File: config.mk
export PLATFORM = sky130hd
export DESIGN_NAME = xseq_calc_alu
export DESIGN_NICKNAME = d
export VERILOG_FILES = /design/src/rtl/xseq_calc_alu_pkg.sv /design/src/rtl/xseq_muldiv.sv /design/src/rtl/xseq_calc_alu.sv
export SDC_FILE = /design/constraint.sdc
export NUM_CORES = 1
export LEC_CHECK = 0
export BUFFER_PORTS_ARGS = -buffer_cell sky130_fd_sc_hd__buf_2
export CAP_MARGIN = 20
export CORE_MARGIN = 2
export CORE_UTILIZATION = 35
export DETAILED_ROUTE_END_ITERATION = 7
export GPL_TIMING_DRIVEN = 0
export PLACE_DENSITY_LB_ADDON = 0.08
export SYNTH_ARGS = -nofsm -noshare
export SYNTH_HDL_FRONTEND = slang
export SYNTH_SLANG_ARGS = --single-unit
File: constraint.sdc
create_clock -name clk -period 3.6 [get_ports clk]
set_clock_uncertainty 0.1 [all_clocks]
set_input_delay 0.18 -clock clk [delete_from_list [all_inputs] [get_ports clk]]
set_output_delay 0.18 -clock clk [all_outputs]
set_load 0.05 [all_outputs]
File: src/rtl/xseq_calc_alu_pkg.sv
// Shared definitions for the sequential calculator ALU: opcodes, register
// offsets, STATUS bit positions and FSM state encodings.
package xseq_calc_alu_pkg;

    typedef enum logic [2:0] {
        OP_ADD = 3'd0,
        OP_SUB = 3'd1,
        OP_MUL = 3'd2,
        OP_DIV = 3'd3,
        OP_NEG = 3'd4
    } opcode_e;

    // Write offsets
    localparam logic [1:0] REG_OPA    = 2'd0;
    localparam logic [1:0] REG_OPB    = 2'd1;
    localparam logic [1:0] REG_CMD    = 2'd2;
    // Read offsets
    localparam logic [1:0] REG_RES_LO = 2'd0;
    localparam logic [1:0] REG_RES_HI = 2'd1;
    localparam logic [1:0] REG_STATUS = 2'd2;
    localparam logic [1:0] REG_OPS    = 2'd3;

    localparam int ST_BUSY = 0;
    localparam int ST_DONE = 1;
    localparam int ST_DZ   = 2;
    localparam int ST_OVF  = 3;
    localparam int ST_REJ  = 4;

    typedef enum logic [1:0] {
        S_IDLE = 2'd0,
        S_MUL  = 2'd1,
        S_DIV  = 2'd2,
        S_FIN  = 2'd3
    } state_e;

endpackage

File: src/rtl/xseq_muldiv.sv
// Iterative unsigned magnitude engine: shift-add multiplier or restoring
// divider, one bit per cycle. Outputs show the value after the current step.
module xseq_muldiv #(
    parameter int OPND_W = 8,
    parameter int CNT_W  = 4
) (
    input  logic              clk,
    input  logic              rst,
    input  logic              start_i,
    input  logic              mode_i,     // 0 = multiply, 1 = divide
    input  logic [OPND_W-1:0] a_mag_i,
    input  logic [OPND_W-1:0] b_mag_i,
    output logic              last_o,
    output logic [OPND_W-1:0] lo_o,       // product low half or quotient
    output logic [OPND_W-1:0] hi_o        // product high half or remainder
);

    logic              active_q, active_d;
    logic              mode_q, mode_d;
    logic [CNT_W-1:0]  cnt_q, cnt_d;
    logic [OPND_W-1:0] lo_q, lo_d;
    logic [OPND_W-1:0] hi_q, hi_d;
    logic [OPND_W-1:0] b_q, b_d;

    logic [OPND_W:0]   mul_sum;
    logic [OPND_W:0]   div_shift;
    logic [OPND_W:0]   div_diff;
    logic              div_ge;
    logic [OPND_W-1:0] step_lo;
    logic [OPND_W-1:0] step_hi;

    always_comb begin
        mul_sum   = {1'b0, hi_q} + (lo_q[0] ? {1'b0, b_q} : '0);
        // Partial remainder stays below the divisor, so the shifted value fits
        // in OPND_W+1 bits and the top bit of the difference is its sign.
        div_shift = {hi_q, lo_q[OPND_W-1]};
        div_diff  = div_shift - {1'b0, b_q};
        div_ge    = !div_diff[OPND_W];
        if (mode_q) begin
            step_hi = div_ge ? div_diff[OPND_W-1:0] : div_shift[OPND_W-1:0];
            step_lo = {lo_q[OPND_W-2:0], div_ge};
        end else begin
            step_hi = mul_sum[OPND_W:1];
            step_lo = {mul_sum[0], lo_q[OPND_W-1:1]};
        end
    end

    assign last_o = active_q && (cnt_q == CNT_W'(1));
    assign lo_o   = step_lo;
    assign hi_o   = step_hi;

    always_comb begin
        active_d = active_q;
        mode_d   = mode_q;
        cnt_d    = cnt_q;
        lo_d     = lo_q;
        hi_d     = hi_q;
        b_d      = b_q;
        if (start_i) begin
            active_d = 1'b1;
            mode_d   = mode_i;
            cnt_d    = CNT_W'(OPND_W);
            lo_d     = a_mag_i;
            hi_d     = '0;
            b_d      = b_mag_i;
        end else if (active_q) begin
            lo_d  = step_lo;
            hi_d  = step_hi;
            cnt_d = cnt_q - CNT_W'(1);
            if (last_o) begin
                active_d = 1'b0;
            end
        end
    end

    always_ff @(posedge clk or negedge rst) begin
        if (!rst) begin
            active_q <= 1'b0;
            mode_q   <= 1'b0;
            cnt_q    <= '0;
            lo_q     <= '0;
            hi_q     <= '0;
            b_q      <= '0;
        end else begin
            active_q <= active_d;
            mode_q   <= mode_d;
            cnt_q    <= cnt_d;
            lo_q     <= lo_d;
            hi_q     <= hi_d;
            b_q      <= b_d;
        end
    end

endmodule

File: src/rtl/xseq_calc_alu.sv
// Memory-mapped signed ALU peripheral: bus decode, sign handling and flags.
// Define SEQ_CALC_SAT_EN to saturate ADD/SUB/NEG results on overflow.
module xseq_calc_alu
    import xseq_calc_alu_pkg::*;
#(
    parameter int OPND_W = 8,
    parameter int DATA_W = 32,
    parameter int CNT_W  = 4
) (
    input  logic              clk,
    input  logic              rst,
    input  logic              sel,
    input  logic              we,
    input  logic [1:0]        addr,
    input  logic [DATA_W-1:0] data_in,
    output logic [DATA_W-1:0] data_out,
    output logic              busy,
    output logic              done
);

    localparam logic [OPND_W-1:0] MAX_V = {1'b0, {(OPND_W-1){1'b1}}};
    localparam logic [OPND_W-1:0] MIN_V = {1'b1, {(OPND_W-1){1'b0}}};

    state_e            state_q, state_d;
    logic [OPND_W-1:0] opa_q, opa_d;
    logic [OPND_W-1:0] opb_q, opb_d;
    logic [OPND_W-1:0] res_lo_q, res_lo_d;
    logic [OPND_W-1:0] res_hi_q, res_hi_d;
    logic              done_q, done_d;
    logic              dz_q, dz_d;
    logic              ovf_q, ovf_d;
    logic              rej_q, rej_d;

    opcode_e op;
    logic    busy_w;
    logic    cmd_wr;
    logic    opa_wr;
    logic    opb_wr;
    logic    unused_data;

    assign op          = opcode_e'(data_in[2:0]);
    assign busy_w      = (state_q == S_MUL) || (state_q == S_DIV);
    assign cmd_wr      = sel && we && (addr == REG_CMD);
    assign opa_wr      = sel && we && (addr == REG_OPA) && !busy_w;
    assign opb_wr      = sel && we && (addr == REG_OPB) && !busy_w;
    assign unused_data = ^data_in;

    // Magnitude engine; MIN's magnitude is representable as an unsigned value.
    logic              md_start;
    logic              md_last;
    logic [OPND_W-1:0] md_lo;
    logic [OPND_W-1:0] md_hi;
    logic [OPND_W-1:0] a_mag;
    logic [OPND_W-1:0] b_mag;

    assign a_mag    = opa_q[OPND_W-1] ? -opa_q : opa_q;
    assign b_mag    = opb_q[OPND_W-1] ? -opb_q : opb_q;
    assign md_start = cmd_wr && (state_q == S_IDLE) &&
                      ((op == OP_MUL) || ((op == OP_DIV) && (opb_q != '0)));

    xseq_muldiv #(
        .OPND_W (OPND_W),
        .CNT_W  (CNT_W)
    ) u_muldiv (
        .clk     (clk),
        .rst     (rst),
        .start_i (md_start),
        .mode_i  (op == OP_DIV),
        .a_mag_i (a_mag),
        .b_mag_i (b_mag),
        .last_o  (md_last),
        .lo_o    (md_lo),
        .hi_o    (md_hi)
    );

    // Single-cycle datapath for ADD/SUB/NEG
    logic [OPND_W-1:0] fast_wrap;
    logic [OPND_W-1:0] fast_res;
    logic              fast_ovf;

    always_comb begin
        fast_wrap = '0;
        fast_ovf  = 1'b0;
        case (op)
            OP_ADD: begin
                fast_wrap = opa_q + opb_q;
                fast_ovf  = (opa_q[OPND_W-1] == opb_q[OPND_W-1]) &&
                            (fast_wrap[OPND_W-1] != opa_q[OPND_W-1]);
            end
            OP_SUB: begin
                fast_wrap = opa_q - opb_q;
                fast_ovf  = (opa_q[OPND_W-1] != opb_q[OPND_W-1]) &&
                            (fast_wrap[OPND_W-1] != opa_q[OPND_W-1]);
            end
            default: begin
                fast_wrap = -opa_q;
                fast_ovf  = (opa_q == MIN_V);
            end
        endcase
`ifdef SEQ_CALC_SAT_EN
        // A wrapped negative result means the true value overflowed upward.
        if (fast_ovf) begin
            fast_res = fast_wrap[OPND_W-1] ? MAX_V : MIN_V;
        end else begin
            fast_res = fast_wrap;
        end
`else
        fast_res = fast_wrap;
`endif
    end

    // Sign correction of the magnitude results
    logic                res_neg;
    logic [2*OPND_W-1:0] prod_mag;
    logic [2*OPND_W-1:0] prod_s;
    logic [OPND_W-1:0]   quo_s;
    logic [OPND_W-1:0]   rem_s;
    logic                div_ovf;

    assign res_neg  = opa_q[OPND_W-1] ^ opb_q[OPND_W-1];
    assign prod_mag = {md_hi, md_lo};
    assign prod_s   = res_neg ? -prod_mag : prod_mag;
    assign quo_s    = res_neg ? -md_lo : md_lo;
    assign rem_s    = opa_q[OPND_W-1] ? -md_hi : md_hi;
    assign div_ovf  = (opa_q == MIN_V) && (opb_q == '1);

    always_comb begin
        state_d  = state_q;
        opa_d    = opa_wr ? data_in[OPND_W-1:0] : opa_q;
        opb_d    = opb_wr ? data_in[OPND_W-1:0] : opb_q;
        res_lo_d = res_lo_q;
        res_hi_d = res_hi_q;
        done_d   = done_q;
        dz_d     = dz_q;
        ovf_d    = ovf_q;
        rej_d    = rej_q;
        case (state_q)
            S_IDLE: begin
                if (cmd_wr) begin
                    done_d = 1'b0;
                    dz_d   = 1'b0;
                    ovf_d  = 1'b0;
                    rej_d  = 1'b0;
                    case (op)
                        OP_ADD, OP_SUB, OP_NEG: begin
                            res_lo_d = fast_res;
                            ovf_d    = fast_ovf;
                            state_d  = S_FIN;
                        end
                        OP_MUL: state_d = S_MUL;
                        OP_DIV: begin
                            if (opb_q == '0) begin
                                dz_d     = 1'b1;
                                res_lo_d = '1;
                                res_hi_d = opa_q;
                                state_d  = S_FIN;
                            end else begin
                                state_d = S_DIV;
                            end
                        end
                        default: begin
                            rej_d   = 1'b1;
                            state_d = S_FIN;
                        end
                    endcase
                end
            end
            S_MUL, S_DIV: begin
                if (cmd_wr) begin
                    rej_d = 1'b1;
                end
                if (md_last) begin
                    if (state_q == S_MUL) begin
                        res_lo_d = prod_s[OPND_W-1:0];
                        res_hi_d = prod_s[2*OPND_W-1:OPND_W];
                    end else begin
                        res_lo_d = quo_s;
                        res_hi_d = rem_s;
                        ovf_d    = div_ovf;
                    end
                    state_d = S_FIN;
                end
            end
            default: begin
                // Results are already written; a CMD here lands before done and is refused.
                if (cmd_wr) begin
                    rej_d = 1'b1;
                end
                done_d  = 1'b1;
                state_d = S_IDLE;
            end
        endcase
    end

    always_ff @(posedge clk or negedge rst) begin
        if (!rst) begin
            state_q  <= S_IDLE;
            opa_q    <= '0;
            opb_q    <= '0;
            res_lo_q <= '0;
            res_hi_q <= '0;
            done_q   <= 1'b0;
            dz_q     <= 1'b0;
            ovf_q    <= 1'b0;
            rej_q    <= 1'b0;
        end else begin
            state_q  <= state_d;
            opa_q    <= opa_d;
            opb_q    <= opb_d;
            res_lo_q <= res_lo_d;
            res_hi_q <= res_hi_d;
            done_q   <= done_d;
            dz_q     <= dz_d;
            ovf_q    <= ovf_d;
            rej_q    <= rej_d;
        end
    end

    assign busy = busy_w;
    assign done = done_q;

    logic [4:0] status_bits;

    always_comb begin
        status_bits          = '0;
        status_bits[ST_BUSY] = busy_w;
        status_bits[ST_DONE] = done_q;
        status_bits[ST_DZ]   = dz_q;
        status_bits[ST_OVF]  = ovf_q;
        status_bits[ST_REJ]  = rej_q;
    end

    always_comb begin
        case (addr)
            REG_RES_LO: data_out = DATA_W'($signed(res_lo_q));
            REG_RES_HI: data_out = DATA_W'($signed(res_hi_q));
            REG_STATUS: data_out = DATA_W'(status_bits);
            default:    data_out = DATA_W'({opb_q, opa_q});
        endcase
    end

endmodule

# [Word-level counts from Yosys, hierarchy flattened]
# Cells that the tools add are included.
[totals] ff_bits=68 out_inout_bits=34 elab_cells=133 in_bits=38
[classes] bitwise=2 muxes=51 n_reduce_logical=33 eq_ne=22 n_addsub=10
[op_table] op="8-bit two-way mux" count=21
[op_table] op="32-bit one-hot mux with 3 select lines" count=1
[op_table] op="8-bit one-hot mux with 2 select lines" count=4
[op_table] op="8-bit negator" count=4
[op_table] op="8-bit == test (second input constant)" count=2
[op_table] op="16-bit two-way mux" count=1
[op_table] op="16-bit negator" count=1
[op_table] op="1-bit two-way mux" count=15
[op_table] op="1-bit logical AND" count=13
[op_table] op="5-bit AND reduction" count=2
[op_table] op="8-bit by 9-bit adder with 9-bit output" count=1
[op_table] op="9-bit by 8-bit subtractor with 9-bit output" count=1
[op_table] op="8-bit adder" count=1
[op_table] op="8-bit zero test" count=1
[op_table] op="4-bit two-way mux" count=2
[op_table] op="2-bit one-hot mux with 2 select lines" count=2
[op_table] op="8-bit nonzero test" count=1
[op_table] op="8-bit subtractor" count=1
[op_table] op="3-bit by 2-bit == test with 1-bit output (second input constant)" count=2
[op_table] op="2-bit != test (second input constant)" count=3
[op_table] op="1-bit one-hot mux with 2 select lines" count=3
[op_table] op="2-bit AND reduction" count=3
[op_table] op="5-bit OR reduction" count=1
[op_table] op="2-bit by 1-bit == test with 1-bit output (second input constant)" count=2
[op_table] op="21 further kinds" count=30

# [Longest topological paths before layout]
# Gate-level depths: netlist of run 1.
[depth] depth_word=8 ltp_mapped=18 mapped_depth_nobuf=18

# [Modules after synthesis]
# From an unflattened synthesis of run 1, not the netlist that was laid out.
[hier_totals] cells_unflattened=705 area_unflattened_um2=6029.5
[modules_own_cells] mod="xseq_calc_alu" n_inst=1 area_each_um2=3663.5 cells_each=432 seq_area_each_um2=950.9
[modules_own_cells] mod="xseq_muldiv" n_inst=1 area_each_um2=2366.0 cells_each=273 seq_area_each_um2=750.7

# [Least setup slack after synthesis of run 1]
# No wires, ideal clock.
[synth_timing] path_type="register to register" from="register u_muldiv.lo_q[7]" to="register res_hi_q[6]" setup_ps=123 path_slack_ps=42 synth_period_minus_slack_ps=3558 required_time_ps=3377 path_stages_with_launch=19 t_arrival_ps=3335 n_path_buf=0 cell_sequence="dfrtp_1 inv_1 ha_1 inv_1 fa_1 a211oi_1 nor2_1 o221a_2 a21oi_1 inv_1 ha_1 nand2_1 nor2_1 nand2_1 o21ai_0 or2_2 a31oi_1 xnor2_1 o221a_1"
[synth_via] elab_chain_cells=8 elab_cells_between_ends=12 classes_between="add/sub: 3; mux: 8; reduce/logical: 1"
[synth_rtl] element="start: declaration" line_no="xseq_muldiv.sv:21" source="logic [OPND_W-1:0] lo_q, lo_d;"
[synth_rtl] element="start signal: assignment" line_no="xseq_muldiv.sv:88" source="lo_q <= lo_d;"
[synth_rtl] element="9-bit by 8-bit subtractor with 9-bit output" line_no="xseq_muldiv.sv:37" source="div_diff = div_shift - {1'b0, b_q};"
[synth_rtl] element="8-bit two-way mux or 1-bit zero test (tied branches)" line_no="xseq_muldiv.sv:40, xseq_muldiv.sv:38"
[synth_rtl] element="8-bit two-way mux" line_no="xseq_muldiv.sv:39" source="if (mode_q) begin"
[synth_rtl] element="16-bit negator or 8-bit negator (tied branches)" line_no="xseq_calc_alu.sv:122, xseq_calc_alu.sv:124"
[synth_rtl] element="16-bit two-way mux or 8-bit two-way mux (tied branches)" line_no="xseq_calc_alu.sv:122, xseq_calc_alu.sv:124"
[synth_rtl] element="8-bit two-way mux (*)" line_no="xseq_calc_alu.sv:173" source="if (state_q == S_MUL) begin"
[synth_rtl] element="8-bit two-way mux (*)" line_no="xseq_calc_alu.sv:172" source="if (md_last) begin"
[synth_rtl] element="8-bit one-hot mux with 2 select lines (*)" line_no="xseq_calc_alu.sv:137" source="case (state_q)"
[synth_rtl] element="end signal: assignment" line_no="xseq_calc_alu.sv:211" source="res_hi_q <= res_hi_d;"
[synth_rtl] element="end: declaration" line_no="xseq_calc_alu.sv:28" source="logic [OPND_W-1:0] res_hi_q, res_hi_d;"
# Mark *: on every way between the ends. The rest lies on a longest branch, timed or not. The select of a mux whose other input is x is not followed.
# A chain may end at the register's enable or synchronous reset.

# [Final worst setup path of run 1]
[layout_timing] from="register u_muldiv.lo_q[7]" to="register res_hi_q[4]"
# The elaborated chain is that of the path after synthesis.

==> impl_metrics.py, run 1 <==
metrics = {
    "floorplan": {
        "die_y_um": 134,
        "core_mm2": 0.0165,
        "start_util_pct": 35.7,
        "die-width_um": 134,
        "rows": 47,
        "die_area_mm2": 0.0179,
        "io_pins": 72,
    },
    "detailed_routing": {
        "vias_per_cell": 5.33,
        "drt_iter0_markers": 306,
        "wl_per_cell_um": 18.9,
        "detail_route.first_pass.iterations": 7,
        "wl_um": 18700,
        "num_vias": 5269,
        "final_antenna_net_count": 0,
        "remaining_drc_errors": 0,
    },
    "critical_path": {
        "r2r_cells": 18,
        "crit_start": "u_muldiv.lo_q[7]",
        "path_depth": 18,
        "cpLargestDelayFamily": "compound AO/OA/AOI/OAI gates",
        "crit_fanout": 4,
        "worstPathRequired_ns": 3.71,
        "cp-end-kind": "flop",
        "crit_end": "res_hi_q[4]",
        "reg2reg_to": "res_hi_q[4]",
        "slowest_delay_ns": 0.41,
        "crit_chain": "inv_2 -> ha_4 -> inv_1 -> fa_2 -> a211oi_4 -> o211a_1 -> o221a_4 -> a21oi_4 -> inv_2 -> ha_4 -> nand2_2 -> nor2_2 -> nand2_1 -> o21ai_2 -> or2_4 -> o21ai_2 -> mux2i_1 -> o311ai_1",
        "cp_slowest_cell": "fa_2",
        "timing.rr.start": "u_muldiv.lo_q[7]",
        "r2r_slack_ns": 0.09,
        "crit_type": "reg -> reg",
        "startpoint_type": "flop",
        "critPathArrivalTime_ns": 3.63,
        "worst-path-buf-inv": 3,
    },
    "global_route": {
        "antenna_found_initial": 0,
        "grt_use_total_pct": 21.4,
        "grt-ovfl-total": 0,
        "grt_pass1_vias": 5198,
        "grt_max_degree": 48,
        "grt_pass1_wl_um": 29600,
    },
    "cts": {
        "root_buffer": "clkbuf_16",
        "cts_max_path_buffers": 2,
        "path_clk_slew_ns": 0.06,
        "h-tree-depth": 3,
        "numCtsBuffers": 9,
        "clkLatencyLatePin_ns": 0.35,
        "clkSinkCount": 68,
        "cts_tree": "built",
    },
    "logic_synthesis": {
        "synth_area_mm2": 0.00589,
        "yosysTopAreaCell": "dfrtp_1",
        "synthArstFlopShare_pct": 100,
        "synth_edf_count": 0,
        "synth_top_area_share_pct": 28.9,
        "syn_avg_cell_area_um2": 8.63,
        "yosys_warnings": 0,
        "synth_nets": 766,
        "synthDistinctLibCells": 65,
        "seq_area_frac_synth_pct": 28.9,
        "ys.flop_type": "dfrtp_1",
        "ys_ff_latch": 68,
        "synth_area_leaders": "dfrtp_1, ha_1, xnor2_1, mux2i_1, o21ai_0",
        "synth_cells": 683,
    },
    "timing": {
        "finalHoldViolCount": 0,
        "fin_crit_sh_pct": 97.6,
        "setup_viol": 0,
        "max_slew_margin_pct": 43.5,
        "drv_slew": 0,
        "post-route-min-period_ns": 3.51,
        "worstMarginPinSlew_ns": 0.847,
        "clock.fmax_mhz": 285,
    },
    "layout": {
        "layout-drive-gt1-share_pct": 20.4,
        "final_cell_mix": "dfrtp_1, nand2_1, nor2_1, o21ai_0, buf_2",
        "layout_commonest_cell": "dfrtp_1",
        "diodes": 0,
        "area_growth_pct": 20.2,
        "final_util_pct": 42.9,
        "nNetsFinal": 846,
    },
    "placement": {
        "port_buffers": 45,
        "hpwl_um": 14200,
        "gp_congestion": 0.877,
    },
    "worst_hold_path": {
        "hold_class": "in -> reg",
    },
    "outcome": {
        "outcome": "complete, no violations",
    },
    "run": {
        "cap_violations": 0,
    },
}
## Yosys cell counts, types with 5 or more instances
cell,instances
o22ai_1,6
nand3_1,9
a31oi_1,8
a21o_1,15
nor2b_1,5
buf_4,17
nor3_1,10
or3_1,7
dfrtp_1,68
xnor2_1,33
mux2_2,17
xor2_1,12
ha_1,41
nand2_1,61
mux4_2,5
a21oi_1,41
a211oi_1,16
o211ai_1,12
nor2_1,57
inv_1,43
o21ai_0,48
nor3b_1,5
nand2b_1,7
and2_1,14
mux2i_1,28
clkbuf_1,24
## flip-flops by register name, summed over array words and instances, names as in the netlist, 2 cells and up
signal          flops
res_lo_q            8
u_muldiv.cnt_q      4
opa_q               8
u_muldiv.lo_q       8
opb_q               8
res_hi_q            8
u_muldiv.hi_q       8
state_q             2
u_muldiv.b_q        8
## per-stage QoR
step	setup slack (ns)	instance area (µm²)	instances	TNS [ns]	hold WS, ns
after floorplan	0.0419	5890	683	0	-0.216
after global placement	-0.676	6390	948	-3.16	0.329
after detailed placement	-0.813	6430	950	-4.29	0.00337
after CTS	-0.00824	6950	981	-0.00824	0.135
after global routing	-0.0639	7080	988	-0.171	0.119
final	0.0873	7080	988	0	0.0867
## final cells by class
cell class | count | area [µm²]
buffer | 46 | 245
clock inverter | 5 | 75.1
multi-input combinational | 525 | 3940
tap | 220 | 275
timing repair buffer | 69 | 443
clock buffer | 11 | 243
fill | 1642 | 9440
inverter | 44 | 165
sequential | 68 | 1700
## routing by layer
layer	global-route usage (%)	part of all wire, %
met4	4.49	1.1
met2	32.8	45
met5	0	0
met1	31.4	49
met3	3.77	5.1
## worst min-delay path by stage
stage / startpoint / end / slack (ns) / cells past startpoint
5_1_grt: data_in[0] / dz_q / 0.12 / 3
4_1_cts: data_in[0] / dz_q / 0.13 / 3
2_1_floorplan: rst / done / -0.22 / 0
6_report: data_in[0] / dz_q / 0.09 / 3
3_5_place_dp: rst / res_lo_q[2] / 0.003 / 1
3_3_place_gp: data_in[3] / opb_q[3] / 0.33 / 2
## repair_timing
action	CTS	global route
gates resized for setup	18	26
hold buffers	6	0
endpoints found under the setup margin	14	22
pin swaps	11	17
buffers inserted	9	7
hold endpoints to repair	78	0
## worst min-delay path, delay by kind of cell
| kind | cells | cell delay (ns) |
|---|---|---|
| AOI/OAI and AO/OA | 1 | 0.09 |
| buffers and inverters | 1 | 0.11 |
| and+or+nand+nor | 1 | 0.11 |
## cell families after synthesis
family,count (synthesis),synth area share (%)
xor+xnor,45,6.69
simple gates,195,15.9
mux,51,10.1
buf+inv,90,6.94
fa+ha+maj,45,10.1
flops,68,28.9
compound gates,189,21.4
Power of run 1 is left out: the tool's default activity adds up to more than one toggle a clock period on the data nets, which glitch-free logic cannot reach.
==> run 2, diff against run 1 <==
--- a/config.mk
+++ b/config.mk
@@ -7,6 +7,8 @@
 export LEC_CHECK = 0
 export BUFFER_PORTS_ARGS = -buffer_cell sky130_fd_sc_hd__buf_2
 export CAP_MARGIN = 20
+export CELL_PAD_IN_SITES_DETAIL_PLACEMENT = 1
+export CELL_PAD_IN_SITES_GLOBAL_PLACEMENT = 1
 export CORE_MARGIN = 2
 export CORE_UTILIZATION = 35
 export DETAILED_ROUTE_END_ITERATION = 7
==> run 2 against run 1 <==
Effect of this change:
- core utilization is 0.33 points higher
- setup slack lost 0.046 ns
- wire length is 9.3% higher
- highest routed layer unchanged
==> impl_metrics.py, run 2 (same netlist as run 1, synthesis figures left out) <==
metrics = {
    "floorplan": {
        "die_area_mm2": 0.0179,
        "core_mm2": 0.0165,
        "io_pins": 72,
        "die_y_um": 134,
        "start_util_pct": 35.7,
        "rows": 47,
        "die-width_um": 134,
    },
    "worst_hold_path": {
        "hold_end": "dz_q",
        "hold_class": "in -> reg",
        "worstHoldStart": "data_in[0]",
        "min_path_cells": 3,
    },
    "global_route": {
        "grt_pass1_vias": 5591,
        "grt_max_degree": 47,
        "grt_pass1_wl_um": 31700,
        "grt-busiest-layer": "met2",
        "grt_use_met3_pct": 4.03,
        "antenna_found_initial": 0,
        "grt_use_total_pct": 23.2,
        "use_met2_pct": 39.1,
        "grt-ovfl-total": 0,
        "grtUsageMet1_pct": 30.3,
    },
    "layout": {
        "layout_commonest_cell": "dfrtp_1",
        "layout-drive-gt1-share_pct": 21.8,
        "stdcell_count": 989,
        "diodes": 0,
        "nNetsFinal": 849,
        "area_growth_pct": 21.1,
        "final_area_mm2": 0.00714,
        "final_cell_mix": "dfrtp_1, nand2_1, nor2_1, o21ai_0, buf_2",
        "fillers": 1989,
    },
    "timing": {
        "rsz0062_at_grt": "true",
        "worstMarginPinSlew_ns": 0.822,
        "fin_crit_sh_pct": 98.9,
        "clock.fmax_mhz": 281,
        "fin_ws_ns": 0.0408,
        "drv_slew": 0,
        "setup_viol": 0,
        "finalHoldViolCount": 0,
        "max_slew_margin_pct": 45.2,
        "post-route-min-period_ns": 3.56,
    },
    "critical_path": {
        "worstPathRequired_ns": 3.69,
        "reg2reg_to": "res_hi_q[7]",
        "cp-end-kind": "flop",
        "r2r_cells": 15,
        "r2r_slack_ns": 0.04,
        "timing.rr.start": "u_muldiv.lo_q[7]",
        "startpoint_type": "flop",
        "critPathArrivalTime_ns": 3.65,
        "crit_fanout": 4,
        "crit_start": "u_muldiv.lo_q[7]",
        "crit_type": "reg -> reg",
    },
    "placement": {
        "hpwl_um": 15700,
        "dp_slack_ns": -0.828,
        "port_buffers": 45,
        "dpl_cell_area_mm2": 0.00643,
        "placedCellCount": 950,
        "gp_congestion": 0.863,
    },
    "detailed_routing": {
        "final_antenna_net_count": 0,
        "drt_iter0_markers": 245,
        "wl_um": 20400,
        "num_vias": 5416,
        "vias_per_cell": 5.48,
        "wl_per_cell_um": 20.6,
        "detail_route.first_pass.iterations": 5,
        "remaining_drc_errors": 0,
    },
    "cts": {
        "clkSinkCount": 68,
        "cts_tree": "built",
        "cts_max_path_buffers": 2,
        "clkLatencyLatePin_ns": 0.35,
        "h-tree-depth": 3,
        "root_buffer": "clkbuf_16",
        "path_clk_slew_ns": 0.06,
        "numCtsBuffers": 9,
    },
    "run": {
        "cap_violations": 0,
    },
    "outcome": {
        "outcome": "complete, no violations",
    },
}
## run 2: cell types whose count changed in the layout (fill, tap and decap cells not counted), moves of 2 or more
| cell | delta |
|---|---|
| buf_6 | +3 |
| inv_2 | +4 |
| mux2i_1 | -3 |
| bufinv_16 | -2 |
| inv_1 | -4 |
| clkinv_2 | -2 |
| mux2i_4 | +2 |
## run 2: cell type report
cell class              count  area (µm²)  area share (%)
multi-input cells         525        4010            56.2
flip-flops and latches     68        1700            23.9
repair buffers             72         477            6.68
well taps                 220         275            3.86
clock buffers              12         246            3.45
plain buffers              46         246            3.45
inverters                  44         165            2.31
clock inverters             2        12.5           0.175
## run 2: timing repair
action	4_1_cts	5_1_grt
gates resized for setup	36	29
hold buffers	6	0
endpoints found under the setup margin	23	21
hold endpoints to repair	62	0
setup buffers	9	9
pin swaps	18	23
## run 2: metrics by stage
stage / utilization [%] / hold slack [ns] / TNS [ns]
after floorplan: - / -0.216 / 0
after global placement: 38.7 / 0.327 / -4.90
after detailed placement: 38.9 / 0.0105 / -5.87
after CTS: 42.1 / 0.109 / -0.110
after global routing: 43.2 / 0.131 / -0.135
final: 43.2 / 0.125 / 0
## run 2: metal layers
| layer | up-vias | part of all wire, % |
|---|---|---|
| met1 | 2702 | 45 |
| met2 | 109 | 49 |
| met5 | - | 0 |
| li1 | 2580 | - |
| met3 | 25 | 4.0 |
| met4 | 0 | 1.9 |
## run 2: worst max-delay path, cell delays in order, from the launching register on
cell and delay (ns):
dfrtp_1 0.42, inv_2 0.10, ha_4 0.13, inv_2 0.03, fa_2 0.36, a211oi_4 0.30, o211a_1 0.25, o221a_4 0.26
buf_6 0.13, mux2i_4 0.24, o21bai_4 0.09, buf_6 0.16, nor3b_4 0.24, a31oi_2 0.14, mux2i_1 0.26, o311ai_1 0.16
## run 2: how the worst max path moves through the flow
stage | to | depth (start not counted)
CTS | res_hi_q[7] | 15
global route | res_hi_q[7] | 15
detailed placement | res_hi_q[4] | 18
floorplan | res_hi_q[6] | 18
global placement | res_hi_q[4] | 18
finish | res_hi_q[7] | 15
Power of run 2 is left out for the same reason.
==> run 3, diff against run 2 <==
--- a/config.mk
+++ b/config.mk
@@ -11,6 +11,7 @@
 export CELL_PAD_IN_SITES_GLOBAL_PLACEMENT = 1
 export CORE_MARGIN = 2
 export CORE_UTILIZATION = 35
+export CTS_BUF_LIST = sky130_fd_sc_hd__clkbuf_8
 export DETAILED_ROUTE_END_ITERATION = 7
 export GPL_TIMING_DRIVEN = 0
 export PLACE_DENSITY_LB_ADDON = 0.08
==> constraint.sdc (replaced) <==
create_clock -name clk -period 3.6 [get_ports clk]
set_clock_uncertainty 0.1 [all_clocks]
set_input_delay 0.9 -clock clk [delete_from_list [all_inputs] [get_ports clk]]
set_output_delay 0.9 -clock clk [all_outputs]
set_load 0.05 [all_outputs]
==> run 3 against run 2 <==
Effect of this change:
- the run now ends with setup timing left
- wire length is 0.23% higher
- cell area down 2.3%
- sequential share of layout area is 0.57 points higher
- critical path type unchanged
- largest cell class unchanged
- highest routed layer unchanged
==> impl_metrics.py, run 3 (same netlist as run 1, synthesis figures left out) <==
metrics = {
    "outcome": {
        "outcome": "finished with violations",
        "violations": "setup timing",
    },
    "layout": {
        "stdcell_count": 984,
        "final_cell_mix": "dfrtp_1, nand2_1, nor2_1, buf_2, o21ai_0",
        "layout-drive-gt1-share_pct": 21.9,
        "area_growth_pct": 18.3,
        "nNetsFinal": 842,
        "final_util_pct": 42.2,
        "layout_commonest_cell": "dfrtp_1",
        "diodes": 0,
    },
    "placement": {
        "port_buffers": 45,
        "hpwl_um": 15600,
        "placedCellCount": 950,
        "gp_congestion": 0.853,
    },
    "detailed_routing": {
        "num_vias": 5297,
        "drt_iter0_markers": 329,
        "remaining_drc_errors": 0,
        "vias_per_cell": 5.38,
        "final_antenna_net_count": 0,
        "detail_route.first_pass.iterations": 4,
        "wl_per_cell_um": 20.8,
        "wl_um": 20500,
    },
    "cts": {
        "h-tree-depth": 3,
        "path_clk_slew_ns": 0.08,
        "cts_tree": "built",
        "clkSinkCount": 68,
        "root_buffer": "clkbuf_8",
        "clkLatencyLatePin_ns": 0.38,
        "numCtsBuffers": 9,
        "cts_max_path_buffers": 2,
    },
    "timing": {
        "rsz0062_at_grt": "true",
        "fin_crit_sh_pct": 101,
        "worstMarginPinSlew_ns": 0.810,
        "drv_slew": 0,
        "fin_ws_ns": -0.0438,
        "post-route-min-period_ns": 3.64,
        "setup_viol": 4,
        "finalHoldViolCount": 0,
        "max_slew_margin_pct": 45.6,
        "clock.fmax_mhz": 274,
    },
    "global_route": {
        "grt-ovfl-total": 0,
        "grt_pass1_vias": 5687,
        "grt_use_total_pct": 23.4,
        "grt_max_degree": 52,
        "antenna_found_initial": 0,
        "grt_pass1_wl_um": 32200,
    },
    "critical_path": {
        "crit_fanout": 5,
        "worstPathRequired_ns": 3.81,
        "crit_top_cell": "inv_2",
        "critPathArrivalTime_ns": 3.85,
        "cp-end-kind": "flop",
        "slowest_delay_ns": 0.42,
        "startpoint_type": "flop",
        "cp_slowest_cell": "dfrtp_1",
        "crit_chain": "inv_2 -> ha_4 -> inv_2 -> fa_2 -> a211oi_4 -> o211a_1 -> o221a_4 -> a21oi_4 -> inv_2 -> ha_4 -> nand2_2 -> nor2_2 -> nand2_1 -> o21ai_2 -> buf_4 -> a21oi_1 -> xnor2_1 -> mux2i_1 -> o21ai_1",
        "crit_type": "reg -> reg",
    },
    "run": {
        "cap_violations": 0,
    },
    "floorplan": {
        "io_pins": 72,
        "rows": 47,
        "die_area_mm2": 0.0179,
        "die-width_um": 134,
        "start_util_pct": 35.7,
        "die_y_um": 134,
        "core_mm2": 0.0165,
    },
    "worst_hold_path": {
        "hold_class": "in -> async",
    },
}
-- run 3: cell types whose count changed in the layout (fill, tap and decap cells not counted), sizes merged --
cell         change
bufinv           +1
clkinv           -1
clkinvlp         +1
dlygate4sd3      -6
clkbuf           -2
inv              +2
-- run 3: repair_timing --
item	4_1_cts	5_1_grt
pin swaps	7	21
setup endpoints to repair	48	14
resized for setup	26	27
setup buffers	9	11
hold buffers	0	0
-- run 3: per-stage QoR --
step / hold slack, ns / setup WS, ns / instance area [µm²] / TNS (ns)
6_report: 0.295 / -0.0438 / 6970 / -0.0996
5_1_grt: 0.301 / -0.187 / 6970 / -1.10
4_1_cts: 0.293 / -0.103 / 6790 / -0.132
3_5_place_dp: 0.370 / -0.902 / 6440 / -12.04
3_3_place_gp: 0.361 / -0.793 / 6400 / -10.38
2_1_floorplan: 0.344 / 0.0419 / 5900 / 0
-- run 3: final timing paths --
path | start | to | slack, ns | depth (start not counted)
worst max register to register | u_muldiv.lo_q[7] | res_hi_q[2] | -0.04 | 19
worst min-delay path | rst | u_muldiv.cnt_q[1] | 0.29 | 1
worst max-delay path | u_muldiv.lo_q[7] | res_hi_q[2] | -0.04 | 19
worst min register to register | res_hi_q[2] | res_hi_q[2] | 0.39 | 2
min in group clk | res_hi_q[2] | res_hi_q[2] | 0.39 | 2
max in group asynchronous | rst | opb_q[6] | 2.55 | 2
-- run 3: metal layers --
metal	wire length (µm)	vias up	track usage [%]	share of wire, %
li1	-	2564	-	-
met1	9440	2641	31.0	46
met2	10100	76	39.9	49
met3	626	16	4.00	3.1
met4	264	0	5.56	1.3
met5	0	-	0	0
-- run 3: area by class of cell --
cell class / count / area (µm²)
inverters: 44 / 165
flip-flops and latches: 68 / 1700
well taps: 220 / 275
fillers: 1942 / 9550
multi-input cells: 525 / 3970
repair buffers: 67 / 417
clock inverters: 5 / 52.6
clock buffers: 11 / 151
plain buffers: 44 / 239
-- run 3: critical path, delay by kind of cell, from the launching register on --
family                     cells  cell delay (ns)
AOI/OAI and AO/OA              7             1.25
xor gates and xnor gates       1             0.31
adders and majority gates      3             0.68
buffers and inverters          4             0.36
DFF                            1             0.42
muxes                          1             0.16
and+or+nand+nor                3             0.29
Power of run 3 is left out for the same reason.
